===== src/rtl/fetch_pkg.sv =====
// Shared definitions for the fetch controller: FSM state encoding and default widths.
package fetch_pkg;

  localparam int PC_W  = 12;
  localparam int CYC_W = 16;

  typedef enum logic [1:0] {
    IDLE = 2'd0,
    RUN  = 2'd1,
    DONE = 2'd2
  } state_e;

endpackage


===== src/rtl/pc_next.sv =====
// Combinational next-PC select: halt/stall hold, taken branch adds a relative offset, else increment.
import fetch_pkg::*;

module pc_next #(
  parameter int D = PC_W
) (
  input  logic [D-1:0] pc_i,
  input  logic         halt_i,
  input  logic         stall_i,
  input  logic         branch_i,
  input  logic         taken_i,
  input  logic [D-1:0] target_i,
  output logic [D-1:0] pc_o
);

  // Halt holds PC so it keeps pointing at the halt instruction.
  always_comb begin
    pc_o = pc_i + D'(1);
    if (halt_i || stall_i) begin
      pc_o = pc_i;
    end else if (branch_i && taken_i) begin
      pc_o = pc_i + target_i;
    end
  end

endmodule


===== src/rtl/fetch_ctrl.sv =====
// Program fetch controller: IDLE/RUN/DONE FSM, PC register and saturating run-cycle counter.
import fetch_pkg::*;

module fetch_ctrl #(
  parameter int D  = PC_W,
  parameter int CW = CYC_W
) (
  input  logic          Clk,
  input  logic          Reset_n,
  input  logic          Start,
  input  logic          Stall,
  input  logic          Branch,
  input  logic          Taken,
  input  logic [D-1:0]  Target,
  input  logic          Halt_req,
  output logic [D-1:0]  PC,
  output logic          Fetch_valid,
  output logic          Done,
  output logic [CW-1:0] Cycles
);

  state_e          state_q, state_d;
  logic [D-1:0]    pc_q, pc_d, pc_nxt;
  logic [CW-1:0]   cyc_q, cyc_d;
  logic            fv_q, fv_d;
  logic            done_q, done_d;

  function automatic logic [CW-1:0] sat_inc(input logic [CW-1:0] v);
    return (&v) ? v : v + CW'(1);
  endfunction

  pc_next #(.D(D)) u_pc_next (
    .pc_i     (pc_q),
    .halt_i   (Halt_req),
    .stall_i  (Stall),
    .branch_i (Branch),
    .taken_i  (Taken),
    .target_i (Target),
    .pc_o     (pc_nxt)
  );

  always_comb begin
    state_d = state_q;
    pc_d    = pc_q;
    cyc_d   = cyc_q;
    unique case (state_q)
      RUN: begin
        cyc_d = sat_inc(cyc_q);
        pc_d  = pc_nxt;
        if (Halt_req) state_d = DONE;
      end
      IDLE, DONE: begin
        if (Start) begin
          state_d = RUN;
          pc_d    = '0;
          cyc_d   = '0;
        end
      end
      default: state_d = IDLE;
    endcase
    // Status flags are registered copies of the next state so they track state_q exactly.
    fv_d   = (state_d == RUN);
    done_d = (state_d == DONE);
  end

  always_ff @(posedge Clk or negedge Reset_n) begin
    if (!Reset_n) begin
      state_q <= IDLE;
      pc_q    <= '0;
      cyc_q   <= '0;
      fv_q    <= 1'b0;
      done_q  <= 1'b0;
    end else begin
      state_q <= state_d;
      pc_q    <= pc_d;
      cyc_q   <= cyc_d;
      fv_q    <= fv_d;
      done_q  <= done_d;
    end
  end

  assign PC          = pc_q;
  assign Fetch_valid = fv_q;
  assign Done        = done_q;
  assign Cycles      = cyc_q;

endmodule


===== config.mk =====
export PLATFORM = sky130hd
export DESIGN_NAME = fetch_ctrl
export DESIGN_NICKNAME = d
export VERILOG_FILES = /design/src/rtl/fetch_pkg.sv /design/src/rtl/pc_next.sv /design/src/rtl/fetch_ctrl.sv
export SDC_FILE = /design/constraint.sdc
export NUM_CORES = 1
export LEC_CHECK = 0
export ABC_AREA = 1
export BUFFER_PORTS_ARGS = -buffer_cell sky130_fd_sc_hd__buf_2
export CORE_MARGIN = 4
export CORE_UTILIZATION = 50
export DETAILED_ROUTE_END_ITERATION = 16
export GPL_TIMING_DRIVEN = 0
export PLACE_DENSITY = 0.89
export SYNTH_ARGS = -nofsm -noshare
export SYNTH_HDL_FRONTEND = slang
export SYNTH_SLANG_ARGS = --single-unit

===== constraint.sdc =====
create_clock -name Clk -period 1.7 [get_ports Clk]
set_input_delay 0.085 -clock Clk [delete_from_list [all_inputs] [get_ports Clk]]
set_output_delay 0.085 -clock Clk [all_outputs]
set_load 0.005 [all_outputs]

# --- Word-level counts from Yosys, hierarchy flattened ---
# Cells that the tools add are included.
classes:
  addsub: 3
  n_eq_ne: 7
  muxes: 10
  reduce_logical: 8
op_table:
  columns: ["operator", "count"]
  rows:
  - ["two-way mux 12 bit", 3]
  - ["two-way mux 16 bit", 2]
  - ["case mux 16 bit (2 select lines)", 1]
  - ["case mux 12 bit (2 select lines)", 1]
  - ["adder 16 x 1 -> 16 bit, second input constant", 1]
  - ["AND reduction 16 bit", 1]
  - ["adder 12 x 1 -> 12 bit, second input constant", 1]
  - ["adder 12 bit", 1]
  - ["!= test 2 bit, second input constant", 3]
  - ["AND reduction 3 bit", 2]
  - ["equality test 2 x 1 -> 1 bit, second input constant", 2]
  - ["equality test 2 bit, second input constant", 2]
  - ["two-way mux 2 bit", 2]
  - ["case mux 2 bit (2 select lines)", 1]
  - ["zero test 2 bit", 1]
  - ["nonzero test 2 bit", 1]
  - ["OR reduction 2 bit", 1]
  - ["logical AND 1 bit", 1]
  - ["logical OR 1 bit", 1]
totals:
  ff_bits: 32
  inputBits: 19
  out_inout_bits: 30
  wordCells: 33

# --- Logic depth before layout (Yosys ltp) ---
depth:
  depth_word: 4
  mapped_depth: 13
  ltp_nobuf: 12

# --- Cells and area by module ---
# A second synthesis with hierarchy kept.
hier_totals:
  hier_cells: 377
  hier_area_um2: 2572.5
by_module_without_submodules:
  columns: ["module", "instances", "cells_each", "area_each_um2", "seq_area_each_um2"]
  rows:
  - ["fetch_ctrl", 1, 196, 1692.9, 800.8]
  - ["pc_next", 1, 181, 879.6, 0.0]

# --- Worst setup path before layout ---
# OpenSTA, ideal clock, no wires.
synth_path:
  path_kind: "register to register"
  from: "register pc_q[0] (netlist: PC[0])"
  to: "register pc_q[6] (netlist: PC[6])"
  setup_time_ns: 0.123
  arrival_time_ns: 1.549
  t_required_ns: 1.577
  path_slack_ns: 0.028
  path_stages_with_launch: 9
  n_path_buf: 0
  synth_period_minus_slack_ns: 1.672
  path_cell_list: "dfrtp_1 -> ha_1 -> fa_1 -> nand3_1 -> nand3_1 -> nand2_1 -> nand2_1 -> o21ai_0 -> nand2_1"
synth_between:
  elab_chain_len: 4
  elab_cells_between_ends: 5
  classes_between: "add/sub: 2; mux: 3"
synth_lines:
  columns: ["element", "line_no", "rtl"]
  rows:
  - ["from (decl)", "fetch_ctrl.sv:23", "logic [D-1:0] pc_q, pc_d, pc_nxt;"]
  - ["from (signal assigned)", "fetch_ctrl.sv:75", "pc_q <= pc_d;"]
  - ["adder 12 x 1 -> 12 bit / adder 12 bit (equally long branches)", "pc_next.sv:18, pc_next.sv:22", null]
  - ["two-way mux 12 bit *", "pc_next.sv:21", "end else if (branch_i && taken_i) begin"]
  - ["two-way mux 12 bit *", "pc_next.sv:19", "if (halt_i || stall_i) begin"]
  - ["case mux 12 bit (2 select lines) *", "fetch_ctrl.sv:46", "unique case (state_q)"]
# Every way passes the cells marked *; elsewhere a longest branch is shown, timed or not. The select of a mux whose other input is x is not followed.
# A chain may end at the register's enable or synchronous reset.

# --- Final worst setup path ---
layout_path:
  from: "register pc_q[8] (netlist: PC[8])"
  to: "register pc_q[9] (netlist: PC[9])"
# The elaborated chain is that of the path after synthesis.

==> impl_metrics.json <==
{
  "swShare_pct": 34.6,
  "antenna_cells": 0,
  "cts_tree": "built",
  "io_pins": 49,
  "power.share.combinational_pct": 31.4,
  "yosys_warnings": 0,
  "path_max_fanout": 5,
  "total_switching_power_mw": 0.771,
  "clockBufferDepth": 2,
  "area_growth_pct": 21.6,
  "avgSynthCellArea_sq_um": 6.79,
  "hp-class": "primary input to flip-flop",
  "dieArea_sq_mm": 0.00587,
  "finalCritPeriodShare_pct": 96.1,
  "ant_nets": 0,
  "firstDrtPassIters": 5,
  "synth_top_area_share_pct": 34.0,
  "path_class": "flip-flop to flip-flop",
  "critPathCaptureType": "flip-flop",
  "min_period_ns": 1.63,
  "antenna_found_initial": 0,
  "path_clk_slew_ns": 0.07,
  "rr_worst_depth": 7,
  "cts_root_buf": "clkbuf_8",
  "first_global_vias": 2301,
  "avgViaCountPerCell": 5.28,
  "yosys.area.top_type": "dfrtp_1",
  "initial_core_util_pct": 53.0,
  "p_seq_share_pct": 41.3,
  "tightest_slew_ns": 0.763,
  "clock.fmax_mhz": 612,
  "cp_slowest_stage_delay_ns": 0.40,
  "row_count": 24,
  "synthDistinctLibCells": 29,
  "grt.overflow.total": 0,
  "globalplace.congestion": 1.01,
  "intPower_mw": 1.46,
  "hold_viol": 0,
  "clk_latency_ns": 0.29,
  "die_w_um": 76.6,
  "crit_chain": "ha_1, nand2_1, inv_1, a21oi_1, nand4_1, nand3_1, nand2_1",
  "fin_setup_tns_ns": 0,
  "htree_levels": 2,
  "setup_slack_ns": 0.0666,
  "reg2reg_slack_ns": 0.07,
  "vdd_drop_max_uv": 501,
  "maxSlewViolCount": 0,
  "worstSetupEndpoint": "PC[9]$_DFFE_PN0P_",
  "clockPowerShare_pct": 27.4,
  "rsz0062_at_grt": "yes",
  "slowest_stage": "dfrtp_1",
  "cts_buffers": 5,
  "cpMostUsedCell": "nand2_1",
  "final_nets": 439,
  "syn_area_sq_mm": 0.00236,
  "worstSetupStartpoint": "PC[8]$_DFFE_PN0P_",
  "cp.buffers_inverters": 1,
  "cpLargestDelayFamily": "simple AND/OR/NAND/NOR gates",
  "io_buffers": 48,
  "syn-instance-count": 347,
  "dp_slack_ns": -0.316,
  "p_per_area_mw_per_mm2": 778,
  "clock_sinks": 32,
  "final_util_pct": 64.4,
  "finalPower_mw": 2.23,
  "grt_use_total_pct": 21.2,
  "finalClockSkew_ns": 0.0131,
  "worst_slew_margin_rel_pct": 49.2,
  "synth-seq-area-share_pct": 34.0,
  "vias": 2431,
  "r2r-end": "PC[9]$_DFFE_PN0P_",
  "grt_max_degree": 33,
  "crit_cells": 7,
  "synth_area_leaders": "dfrtp_1 34%, nand2_1 19%, nor2_1 7.0%, inv_1 6.5%, ha_1 6.4%",
  "fp.coreArea_sq_mm": 0.00444,
  "p_leak_nw": 1.57,
  "arrival_ns": 1.82,
  "drc_errors": 0,
  "first_iter_violations": 141,
  "syn-num-nets": 379,
  "post_drt_wl_per_cell_um": 13.4,
  "grt_pass1_wl_um": 10200,
  "drive_gt1_share_pct": 22.8,
  "r2r-start": "PC[8]$_DFFE_PN0P_",
  "die_h_um": 76.6,
  "worstPathRequired_ns": 1.89,
  "status": "finished, final reports clean",
  "cap_viol_max_count": 0,
  "setup_viol": 0,
  "cp-start-kind": "flip-flop",
  "synth-seq-cells": 32,
  "detailed_place_hpwl_um": 4300,
  "wl_um": 6160
}
## per-stage QoR
stage	instances	cell area, sq um	hold WS (ns)
after global placement	447	2660	0.193
after CTS	459	2790	0.00958
after floorplan	347	2360	-0.211
after global routing	460	2860	0.0285
after detailed placement	447	2660	0.202
final	460	2860	0.0202
## synthesized netlist by cell type
cell / n
nand2_1: 121
nor2_1: 44
inv_1: 41
dfrtp_1: 32
nand3_1: 30
ha_1: 12
o21ai_0: 11
xor2_1: 8
a21oi_1: 7
nand4_1: 6
o21ai_1: 4
o21ai_2: 3
xnor2_1: 3
a22o_1: 2
buf_4: 2
inv_2: 2
inv_4: 2
nand2_2: 2
nor2_2: 2
nor2_4: 2
o21bai_1: 2
or2_2: 2
and2_1: 1
buf_6: 1
buf_8: 1
clkbuf_1: 1
fa_1: 1
nand2_4: 1
o21ai_4: 1
## routing by layer
layer,global-route usage [%],part of all wire [%],up-vias
met1,26.2,41,1105
met3,4.49,7.4,14
met5,0,0,-
met4,5.62,2.0,0
met2,37.3,50,110
li1,-,-,1202
## timing repair
action / in CTS / in global routing
pin swaps: 1 / 2
setup buffers: 3 / 1
hold buffers: 1 / 0
setup endpoints to repair: 12 / 20
hold endpoints to repair: 32 / 0
gates resized for setup: 3 / 15
## sequential cells by signal (all words and copies together), names as in the netlist
| signal | cells |
|---|---|
| Cycles | 16 |
| PC | 12 |
| state_q | 2 |
| Done | 1 |
| Fetch_valid | 1 |
## layout by cell type (no fill, tap or decap), drive strengths merged
cell / count
o21ai: 19
dlygate4sd3: 1
nand4: 6
a21oi: 7
nand2: 124
nor2: 48
fa: 1
and2: 1
ha: 12
dfrtp: 32
inv: 45
xor2: 8
xnor2: 3
a22o: 2
nand3: 30
or2: 2
buf: 56
clkbuf: 9
o21bai: 2
## worst min-delay path by stage
stage / slack, ns / cells past startpoint / to / start
after global routing: 0.03 / 2 / Fetch_valid$_DFF_PN0_ / Halt_req
after CTS: 0.01 / 2 / Fetch_valid$_DFF_PN0_ / Halt_req
after detailed placement: 0.20 / 1 / PC[6]$_DFFE_PN0P_ / Reset_n
final: 0.02 / 2 / Fetch_valid$_DFF_PN0_ / Halt_req
after floorplan: -0.21 / 0 / Cycles[0]$_DFFE_PN0P_ / Reset_n
after global placement: 0.19 / 1 / PC[6]$_DFFE_PN0P_ / Reset_n
## area by class of cell
type / count / area (sq um)
Clock buffer: 8 / 90.1
Sequential cell: 32 / 801
Multi-Input combinational cell: 265 / 1410
Timing Repair Buffer: 53 / 280
Tap cell: 52 / 65.1
Inverter: 45 / 174
Buffer: 5 / 46.3
Fill cell: 376 / 1580
## cells by family after synthesis
logic type      count (synthesis)  synth area share, %
compound gates                 30                 7.86
xor+xnor                       11                 4.09
flops                          32                 34.0
fa+ha+maj                      13                 7.22
buf+inv                        50                 9.29
simple gates                  211                 37.5
## power groups by stage
stage               combinational, mW  sequential [mW]  clock [mW]
global route                    0.778            0.928       0.661
floorplan                       0.384            0.924           0
global placement                0.568            0.930           0
finish                          0.699            0.920       0.610
CTS                             0.663            0.903       0.632
detailed placement              0.593            0.932           0
(Power assumes the default switching activity.)
